===== src/rtl/glm_domain_pkg.sv =====
// glm_domain_pkg: shared constants and types for the GLM domain pipe.
//   NCH_DEFAULT  - default number of 4-bit share lanes (16 = one 64-bit PRINCE share)
//   LATENCY      - cycles from an accepted input to out_valid with no stall
//   NUM_MONO     - monomials registered per lane in stage 1
//   M_*          - bit positions of each monomial inside mono_t
// Optional feature macro: GLM_REFRESH_EN (fresh-mask refresh of s and t).
package glm_domain_pkg;

  localparam int unsigned NCH_DEFAULT = 16;
  localparam int unsigned LATENCY     = 2;
  localparam int unsigned NUM_MONO    = 14;
  localparam int unsigned X_W         = 3;
  localparam int unsigned SHARE_W     = 4;
  localparam int unsigned FRESH_W     = 8;
  localparam int unsigned MASK_W      = 4;

  // Monomial positions: degree 1, then degree 2, then degree 3.
  localparam int unsigned M_X0     = 0;
  localparam int unsigned M_X1     = 1;
  localparam int unsigned M_X2     = 2;
  localparam int unsigned M_Y      = 3;
  localparam int unsigned M_X0X1   = 4;
  localparam int unsigned M_X0X2   = 5;
  localparam int unsigned M_X1X2   = 6;
  localparam int unsigned M_X0Y    = 7;
  localparam int unsigned M_X1Y    = 8;
  localparam int unsigned M_X2Y    = 9;
  localparam int unsigned M_X0X1X2 = 10;
  localparam int unsigned M_X0X1Y  = 11;
  localparam int unsigned M_X0X2Y  = 12;
  localparam int unsigned M_X1X2Y  = 13;

  typedef logic [NUM_MONO-1:0] mono_t;

  // Stage-2 payload of one lane.
  typedef struct packed {
    logic [SHARE_W-1:0] s;
    logic [SHARE_W-1:0] t;
  } share_pair_t;

  // AND-only monomial expansion; no XOR may appear ahead of the stage-1 flops.
  function automatic mono_t monomials(input logic [X_W-1:0] xv, input logic yv);
    mono_t m;
    m           = '0;
    m[M_X0]     = xv[0];
    m[M_X1]     = xv[1];
    m[M_X2]     = xv[2];
    m[M_Y]      = yv;
    m[M_X0X1]   = xv[0] & xv[1];
    m[M_X0X2]   = xv[0] & xv[2];
    m[M_X1X2]   = xv[1] & xv[2];
    m[M_X0Y]    = xv[0] & yv;
    m[M_X1Y]    = xv[1] & yv;
    m[M_X2Y]    = xv[2] & yv;
    m[M_X0X1X2] = xv[0] & xv[1] & xv[2];
    m[M_X0X1Y]  = xv[0] & xv[1] & yv;
    m[M_X0X2Y]  = xv[0] & xv[2] & yv;
    m[M_X1X2Y]  = xv[1] & xv[2] & yv;
    return m;
  endfunction

endpackage


===== src/rtl/glm_domain_lane.sv =====
// glm_domain_lane: datapath of one 4-bit share lane (no handshake logic).
//   clk, rst   - clock, asynchronous active-high reset (clears both stages)
//   ld1        - load stage-1 monomial register
//   ld2        - load stage-2 share register (stage1 -> stage2 transfer)
//   x[2:0], y  - lane inputs
//   fresh[7:0] - refresh randomness, only with GLM_REFRESH_EN; bits [3:0] used
//   s, t       - registered output shares
module glm_domain_lane
  import glm_domain_pkg::*;
(
  input  logic               clk,
  input  logic               rst,
  input  logic               ld1,
  input  logic               ld2,
  input  logic [X_W-1:0]     x,
  input  logic               y,
`ifdef GLM_REFRESH_EN
  input  logic [FRESH_W-1:0] fresh,
`endif
  output logic [SHARE_W-1:0] s,
  output logic [SHARE_W-1:0] t
);

  mono_t       m_q;
  share_pair_t comb;
  share_pair_t pair_q;

  // Stage 1: monomials only, acting as the glitch barrier before any XOR.
  always_ff @(posedge clk or posedge rst) begin
    if (rst) begin
      m_q <= '0;
    end else if (ld1) begin
      m_q <= monomials(x, y);
    end
  end

  // Linear recombination of the registered monomials.
  always_comb begin
    comb      = '0;
    comb.s[0] = m_q[M_X0X1Y] ^ m_q[M_X1Y] ^ m_q[M_X0Y] ^ m_q[M_X1];
    comb.s[1] = m_q[M_X0X1Y] ^ m_q[M_X1X2Y] ^ m_q[M_X2Y] ^ m_q[M_X1Y];
    comb.s[2] = m_q[M_X0X2Y] ^ m_q[M_X1X2Y] ^ m_q[M_X0X2] ^ m_q[M_X2];
    comb.s[3] = m_q[M_X0X2] ^ m_q[M_X0X1Y] ^ m_q[M_X0X2Y] ^ m_q[M_X0X1X2];
    comb.t[0] = m_q[M_X0X2Y] ^ m_q[M_X0X1X2] ^ m_q[M_X1Y] ^ m_q[M_X0Y];
    comb.t[1] = m_q[M_X0X1Y] ^ m_q[M_X2Y] ^ m_q[M_X1Y];
    comb.t[2] = m_q[M_X0X1Y] ^ m_q[M_X0X2Y] ^ m_q[M_X0Y] ^ m_q[M_X1Y]
              ^ m_q[M_X1];
    comb.t[3] = m_q[M_Y] ^ m_q[M_X0X1] ^ m_q[M_X1Y] ^ m_q[M_X1X2]
              ^ m_q[M_X0X1Y] ^ m_q[M_X0X1X2] ^ m_q[M_X1X2Y];
`ifdef GLM_REFRESH_EN
    // Same mask into both shares keeps s^t invariant.
    comb.s    = comb.s ^ fresh[MASK_W-1:0];
    comb.t    = comb.t ^ fresh[MASK_W-1:0];
`endif
  end

  // Stage 2: output shares, driven straight to the ports.
  always_ff @(posedge clk or posedge rst) begin
    if (rst) begin
      pair_q <= '0;
    end else if (ld2) begin
      pair_q <= comb;
    end
  end

  assign s = pair_q.s;
  assign t = pair_q.t;

  // x0 alone appears in no output term but is still part of the stage-1 set.
  logic unused_x0;
  assign unused_x0 = m_q[M_X0];

`ifdef GLM_REFRESH_EN
  logic unused_fresh_hi;
  assign unused_fresh_hi = ^fresh[FRESH_W-1:MASK_W];
`endif

endmodule


===== src/rtl/glm_domain_pipe.sv =====
// glm_domain_pipe: two-stage valid/ready pipe of NCH independent GLM lanes.
//   NCH        - number of 4-bit share lanes
//   clk, rst   - clock, asynchronous active-high reset
//   clr        - synchronous flush of both stages (data registers keep value)
//   in_valid / in_ready   - input handshake; x (3 bits/lane), y (1 bit/lane)
//   out_valid / out_ready - output handshake; s, t (4 bits/lane each)
//   fresh      - 8 bits/lane refresh randomness, only with GLM_REFRESH_EN
module glm_domain_pipe
  import glm_domain_pkg::*;
#(
  parameter int unsigned NCH = NCH_DEFAULT
) (
  input  logic                   clk,
  input  logic                   rst,
  input  logic                   clr,
  input  logic                   in_valid,
  output logic                   in_ready,
  input  logic [X_W*NCH-1:0]     x,
  input  logic [NCH-1:0]         y,
  output logic                   out_valid,
  input  logic                   out_ready,
  output logic [SHARE_W*NCH-1:0] s,
  output logic [SHARE_W*NCH-1:0] t
`ifdef GLM_REFRESH_EN
  ,
  input  logic [FRESH_W*NCH-1:0] fresh
`endif
);

  logic v1_q, v2_q;
  logic v1_d, v2_d;
  logic ready1, ready2;
  logic ld1, ld2;

  // Handshake and next-valid logic; clr kills every transfer this cycle.
  always_comb begin
    ready2   = !v2_q | out_ready;
    ready1   = !v1_q | ready2;
    in_ready = ready1 & !clr;
    ld1      = in_valid & in_ready;
    ld2      = v1_q & ready2 & !clr;
    v1_d     = v1_q;
    v2_d     = v2_q;
    if (clr) begin
      v1_d = 1'b0;
      v2_d = 1'b0;
    end else begin
      if (ready2) v2_d = v1_q;
      if (ready1) v1_d = in_valid;
    end
  end

  // Stage valid flags.
  always_ff @(posedge clk or posedge rst) begin
    if (rst) begin
      v1_q <= 1'b0;
      v2_q <= 1'b0;
    end else begin
      v1_q <= v1_d;
      v2_q <= v2_d;
    end
  end

  assign out_valid = v2_q;

  // One datapath lane per 4-bit share nibble; lanes share only the enables.
  for (genvar c = 0; c < NCH; c++) begin : g_lane
    glm_domain_lane u_lane (
      .clk   (clk),
      .rst   (rst),
      .ld1   (ld1),
      .ld2   (ld2),
      .x     (x[X_W*c +: X_W]),
      .y     (y[c]),
`ifdef GLM_REFRESH_EN
      .fresh (fresh[FRESH_W*c +: FRESH_W]),
`endif
      .s     (s[SHARE_W*c +: SHARE_W]),
      .t     (t[SHARE_W*c +: SHARE_W])
    );
  end

endmodule


===== config.mk =====
export PLATFORM = sky130hd
export DESIGN_NAME = glm_domain_pipe
export DESIGN_NICKNAME = d
export VERILOG_FILES = /design/src/rtl/glm_domain_pkg.sv /design/src/rtl/glm_domain_lane.sv /design/src/rtl/glm_domain_pipe.sv
export SDC_FILE = /design/constraint.sdc
export NUM_CORES = 1
export LEC_CHECK = 0
export CORE_UTILIZATION = 57
export DETAILED_ROUTE_END_ITERATION = 12
export PLACE_DENSITY = 0.85
export SLEW_MARGIN = 30
export SYNTH_ARGS = -nofsm -noshare
export SYNTH_HDL_FRONTEND = slang
export SYNTH_SLANG_ARGS = --single-unit

===== constraint.sdc =====
create_clock -name clk -period 14.45 [get_ports clk]
set_input_delay 1.445 -clock clk [delete_from_list [all_inputs] [get_ports clk]]
set_output_delay 1.445 -clock clk [all_outputs]
set_load 0.05 [all_outputs]

==> flow_summary.ini, run 1 <==
[synth]
synth_cells = 1255
synth_top_area_frac = 0.499
yosys-top-cells-count = 338 x dfrtp_1, 216 x mux2_2, 157 x xnor2_1
ys_warn_count = 0
yosys.cell_count.top_type = dfrtp_1
synth_area_leaders = dfrtp_1 50%, mux2_2 14%, xnor2_1 8.1%
syn_avg_cell_area_um2 = 13.5
synth_cell_types = 20
async_reset_ff_frac = 1.00
yosys.area.top_type = dfrtp_1
ys_seq_area_frac = 0.499
synthesis.nets = 1324
synth-seq-cells = 338
synthFlopType = dfrtp_1
synth_edf_count = 0
syn_area_um2 = 17000

[power_and_ir_drop]
finalPower_mw = 4.12
p_leak_nw = 10.0
vdd_drop_max_mv = 0.198
powerDensity_nw_per_um2 = 200

[layout]
fin_area_um2 = 20600
final_net_count = 1532
seq_area_um2 = 8460
area_delta_synth_final_pct = 21.6
drive_gt1_frac = 0.218
multi_input_area_um2 = 7920
fillCellCount = 1965
fin_util = 0.711

[floorplan]
die_w_um = 175
initial_core_util = 0.585
dieArea_um2 = 30500
core_area_um2 = 29000
core.rowCount = 62
io_pins = 199
die_y_um = 175

[sta]
rsz0062_at_grt = false
finalSetupTns_ps = 0
relSlewSlack = 0.390
period_needed_ps = 4490
slew_violations = 0
period_share = 0.310
worst_slew_pin_slew_ps = 916
clock_skew_ps = 8.66
setup_violations = 0
fmax_mhz = 223
hold_violations = 0
holdWs_ps = 503

[critical_path]
critPathRequiredTime_ps = 13010
critPathKind = input pin to output port
worstSetupStartpointType = input pin
r2r_slack_ps = 11120
r2r_cells = 5
path_max_fanout = 3
arrival_ps = 3040
worstSetupEndpointType = output port

[cts]
holdBufCountCts = 0
cts_setup_buffers = 0
path_clk_slew_ps = 60
cts_resized = 0
htree_levels = 2
clockRootBuffer = clkbuf_16
cts_made_buffers = 38
clockBufferDepth = 3
clk_latency_ps = 510
cts_tree = yes
cts_num_sinks = 338

[run]
maxCapViolCount = 0

[global_route]
overflow = 0
grt_pass1_wl_mm = 54.8
grt_pass1_vias = 10800
grt_max_degree = 87
grt_antenna_before_repair = 0
grt.total_usage = 0.220

[status]
status = finished, final reports clean

[detailed_routing]
drtIter0Drc = 627
routed_wl_mm = 32.1
avgRoutedWirePerCell_um = 17.1
ant_nets = 0
drt_pass1_iterations = 4
vias = 9847
remaining_drc_errors = 0
viasPerCell = 5.25

[place]
numPortBuffers = 198
dp_hpwl_mm = 21.4
gp_congestion = 0.795
place_area_um2 = 19300

[hold_path]
hp-class = register to register
min_path_cells = 1
final timing paths:
check                                              startpoint                                     to
setup / recovery                                    out_ready                               in_ready
hold / removal             g_lane[15].u_lane.t[1]$_DFFE_PP0P_     g_lane[15].u_lane.t[1]$_DFFE_PP0P_
setup reg to reg                        out_valid$_DFFE_PP0P_  g_lane[13].u_lane.m_q[11]$_DFFE_PP0P_
hold reg to reg            g_lane[15].u_lane.t[1]$_DFFE_PP0P_     g_lane[15].u_lane.t[1]$_DFFE_PP0P_
max in group asynchronous                                 rst   g_lane[8].u_lane.m_q[12]$_DFFE_PP0P_
min in group asynchronous                                 rst    g_lane[3].u_lane.m_q[1]$_DFFE_PP0P_
worst max-delay path: stages:
cell             delay [ps]
clkdlybuf4s50_1         480
and3b_1                 210
nor2_1                   90
clkdlybuf4s50_1         810
state kept, by name, indices dropped and copies added (netlist names):
name and cells:
out_valid 1, g_lane.u_lane.m_q 208, g_lane.u_lane.s 64, v1_q 1
g_lane.u_lane.t 64
layer usage:
layer,routed length (um),vias up,GRT usage
li1,-,4614,-
met1,14400,4968,0.303
met2,15300,214,0.363
met3,1830,51,0.0429
met4,573,0,0.0478
met5,0,-,0
power by group:
| group | total, mW | internal [mW] | switching (mW) |
|---|---|---|---|
| registers | 1.38 | 1.20 | 0.183 |
| logic | 1.75 | 0.753 | 0.996 |
| clock network | 0.989 | 0.612 | 0.377 |
| total | 4.12 | 2.57 | 1.56 |
cell families after synthesis:
| group | after synthesis | synth area share |
|---|---|---|
| DFF | 338 | 0.499 |
| muxes | 336 | 0.221 |
| xor gates and xnor gates | 276 | 0.197 |
| and+or+nand+nor | 169 | 0.0478 |
| buffers and inverters | 136 | 0.0350 |
per-stage QoR:
step	setup slack (ps)	cells
4_1_cts	9960	1876
2_1_floorplan	3640	1255
3_5_place_dp	9630	1807
5_1_grt	9910	1876
3_3_place_gp	9670	1806
6_report	9960	1877
final cells by class:
class | count | share of cell area
antenna | 1 | 0.000121
multi-input combinational | 781 | 0.384
tap | 384 | 0.0233
clock inverter | 13 | 0.00722
clock buffer | 56 | 0.0564
inverter | 97 | 0.0180
timing repair buffer | 207 | 0.101
sequential | 338 | 0.410
placed cells by master, fill, tap and decap left out, drive strengths merged:
master         count
and3              64
and3b              1
buf                9
bufinv             3
clkbuf            56
clkdlybuf4s50    198
clkinv             7
clkinvlp           2
dfrtp            338
diode              1
inv               98
mux2             240
mux2i             96
nand2             96
nor2               5
nor2b              1
nor3b              1
or3b               1
xnor2            169
xnor3             48
xor2              47
xor3              12
No activity file was read; power rests on OpenSTA's default activity.
==> inputs of run 2 (changes only) <==
CORE_UTILIZATION = 51   (was 57)
PLACE_DENSITY = 0.81   (was 0.85)
clock period = 3.8 ns   (was 14.45 ns; I/O delays follow)
==> flow_summary.ini, run 2 (synthesis results as in run 1) <==
[layout]
final_net_count = 1540
n_antenna_cell = 0
final_cell_mix = 338 x dfrtp_1, 216 x mux2_2, 198 x clkdlybuf4s50_1, 157 x xnor2_1
final_cells = 1940
largest-register = g_lane.u_lane.m_q
drive_gt1_frac = 0.220
largest_reg_flops = 208
mostFrequentLayoutCell = dfrtp_1
area_delta_synth_final_pct = 22.5
fin_area_um2 = 20800

[floorplan]
io_pins = 199
dieArea_um2 = 34000
die_w_um = 184
die_y_um = 184
initial_core_util = 0.520
core.rowCount = 66
core_area_um2 = 32600

[place]
dp_hpwl_mm = 22.0
place_area_um2 = 19500
gp_congestion = 0.783
placedCellCount = 1873
numPortBuffers = 198
post-place-ws_ps = 1090

[global_route]
grt.total_usage = 0.198
grt_antenna_before_repair = 1
grt_max_degree = 129
grt_pass1_vias = 10400
grt_pass1_wl_mm = 54.0
overflow = 0

[sta]
fmax_mhz = 424
setup_slack_ps = 1440
clock_skew_ps = 16.6
setup_violations = 0
hold_violations = 0
rsz0062_at_grt = false
holdWs_ps = 266
slew_violations = 0
period_share = 0.621
relSlewSlack = 0.485
period_needed_ps = 2360
worst_slew_pin_slew_ps = 773

[detailed_routing]
drtIter0Drc = 478
viasPerCell = 5.05
ant_nets = 0
routed_wl_mm = 32.2
avgRoutedWirePerCell_um = 16.6
wl_met1_mm = 14.2
remaining_drc_errors = 0
drt_pass1_iterations = 4
dr_wl_met3_mm = 1.99
vias = 9794
highest_layer = met4
met2_length_mm = 15.5

[critical_path]
crit_buf_inv = 1
r2r_slack_ps = 1650
cp_slowest_cell = clkdlybuf4s50_1
critPathRequiredTime_ps = 3420
slowest_delay_ps = 800
path_delay_family = buffers and inverters
cp_cell_sequence = and3b_1 -> nor2_1 -> clkdlybuf4s50_1
worstReg2RegEnd = g_lane[0].u_lane.m_q[13]$_DFFE_PP0P_
r2r_cells = 4
r2r_start = v1_q$_DFFE_PP0P_
worstSetupEndpointType = output port
critPathKind = register to output port
path_max_fanout = 3
worstSetupStartpointType = register
arrival_ps = 1980

[cts]
clockRootBuffer = clkbuf_16
htree_levels = 2
cts_num_sinks = 338
holdBufCountCts = 0
cts_resized = 0
cts_made_buffers = 38
cts_setup_buffers = 0
path_clk_slew_ps = 60
clockBufferDepth = 3
clk_latency_ps = 520
cts_tree = yes

[power_and_ir_drop]
p_leak_nw = 10.0
finalPower_mw = 15.5
powerDensity_nw_per_um2 = 748
vdd_drop_max_mv = 0.666

[hold_path]
hp-class = input pin to async pin

[status]
status = finished, final reports clean

[run]
maxCapViolCount = 0
run 2: power breakdown:
part	switching (mW)	total [mW]	leakage, nW	internal, mW
registers	0.685	5.25	4.21	4.57
logic	3.77	6.65	5.21	2.88
clock network	1.40	3.64	0.629	2.24
run 2: final cells by class:
class / instances / area [um2]
Sequential cell: 338 / 8460
Tap cell: 442 / 553
Clock inverter: 6 / 55.1
Fill cell: 2436 / 11800
Clock buffer: 61 / 1210
Inverter: 97 / 368
Timing Repair Buffer: 215 / 2220
Multi-Input combinational cell: 781 / 7920
run 2: layer usage:
metal | GRT usage | up-vias
met5 | 0 | -
li1 | - | 4617
met3 | 0.0492 | 45
met4 | 0.0460 | 0
met2 | 0.327 | 203
met1 | 0.264 | 4929
run 2: per-stage QoR:
step	utilization	setup TNS, ps
2_1_floorplan	-	-371320
3_3_place_gp	0.598	0
3_5_place_dp	0.598	0
4_1_cts	0.637	0
5_1_grt	0.637	0
6_report	0.637	0
run 2: how the worst max path moves through the flow:
stage / from / end / slack [ps] / depth (start not counted)
after floorplan: rst / g_lane[0].u_lane.m_q[10]$_DFFE_PP0P_ / -1100 / 1
after global placement: out_ready / g_lane[0].u_lane.m_q[13]$_DFFE_PP0P_ / 1150 / 5
after detailed placement: out_ready / g_lane[0].u_lane.m_q[13]$_DFFE_PP0P_ / 1090 / 5
after CTS: out_valid$_DFFE_PP0P_ / in_ready / 1420 / 3
after global routing: v1_q$_DFFE_PP0P_ / in_ready / 1350 / 3
final: out_valid$_DFFE_PP0P_ / in_ready / 1440 / 3
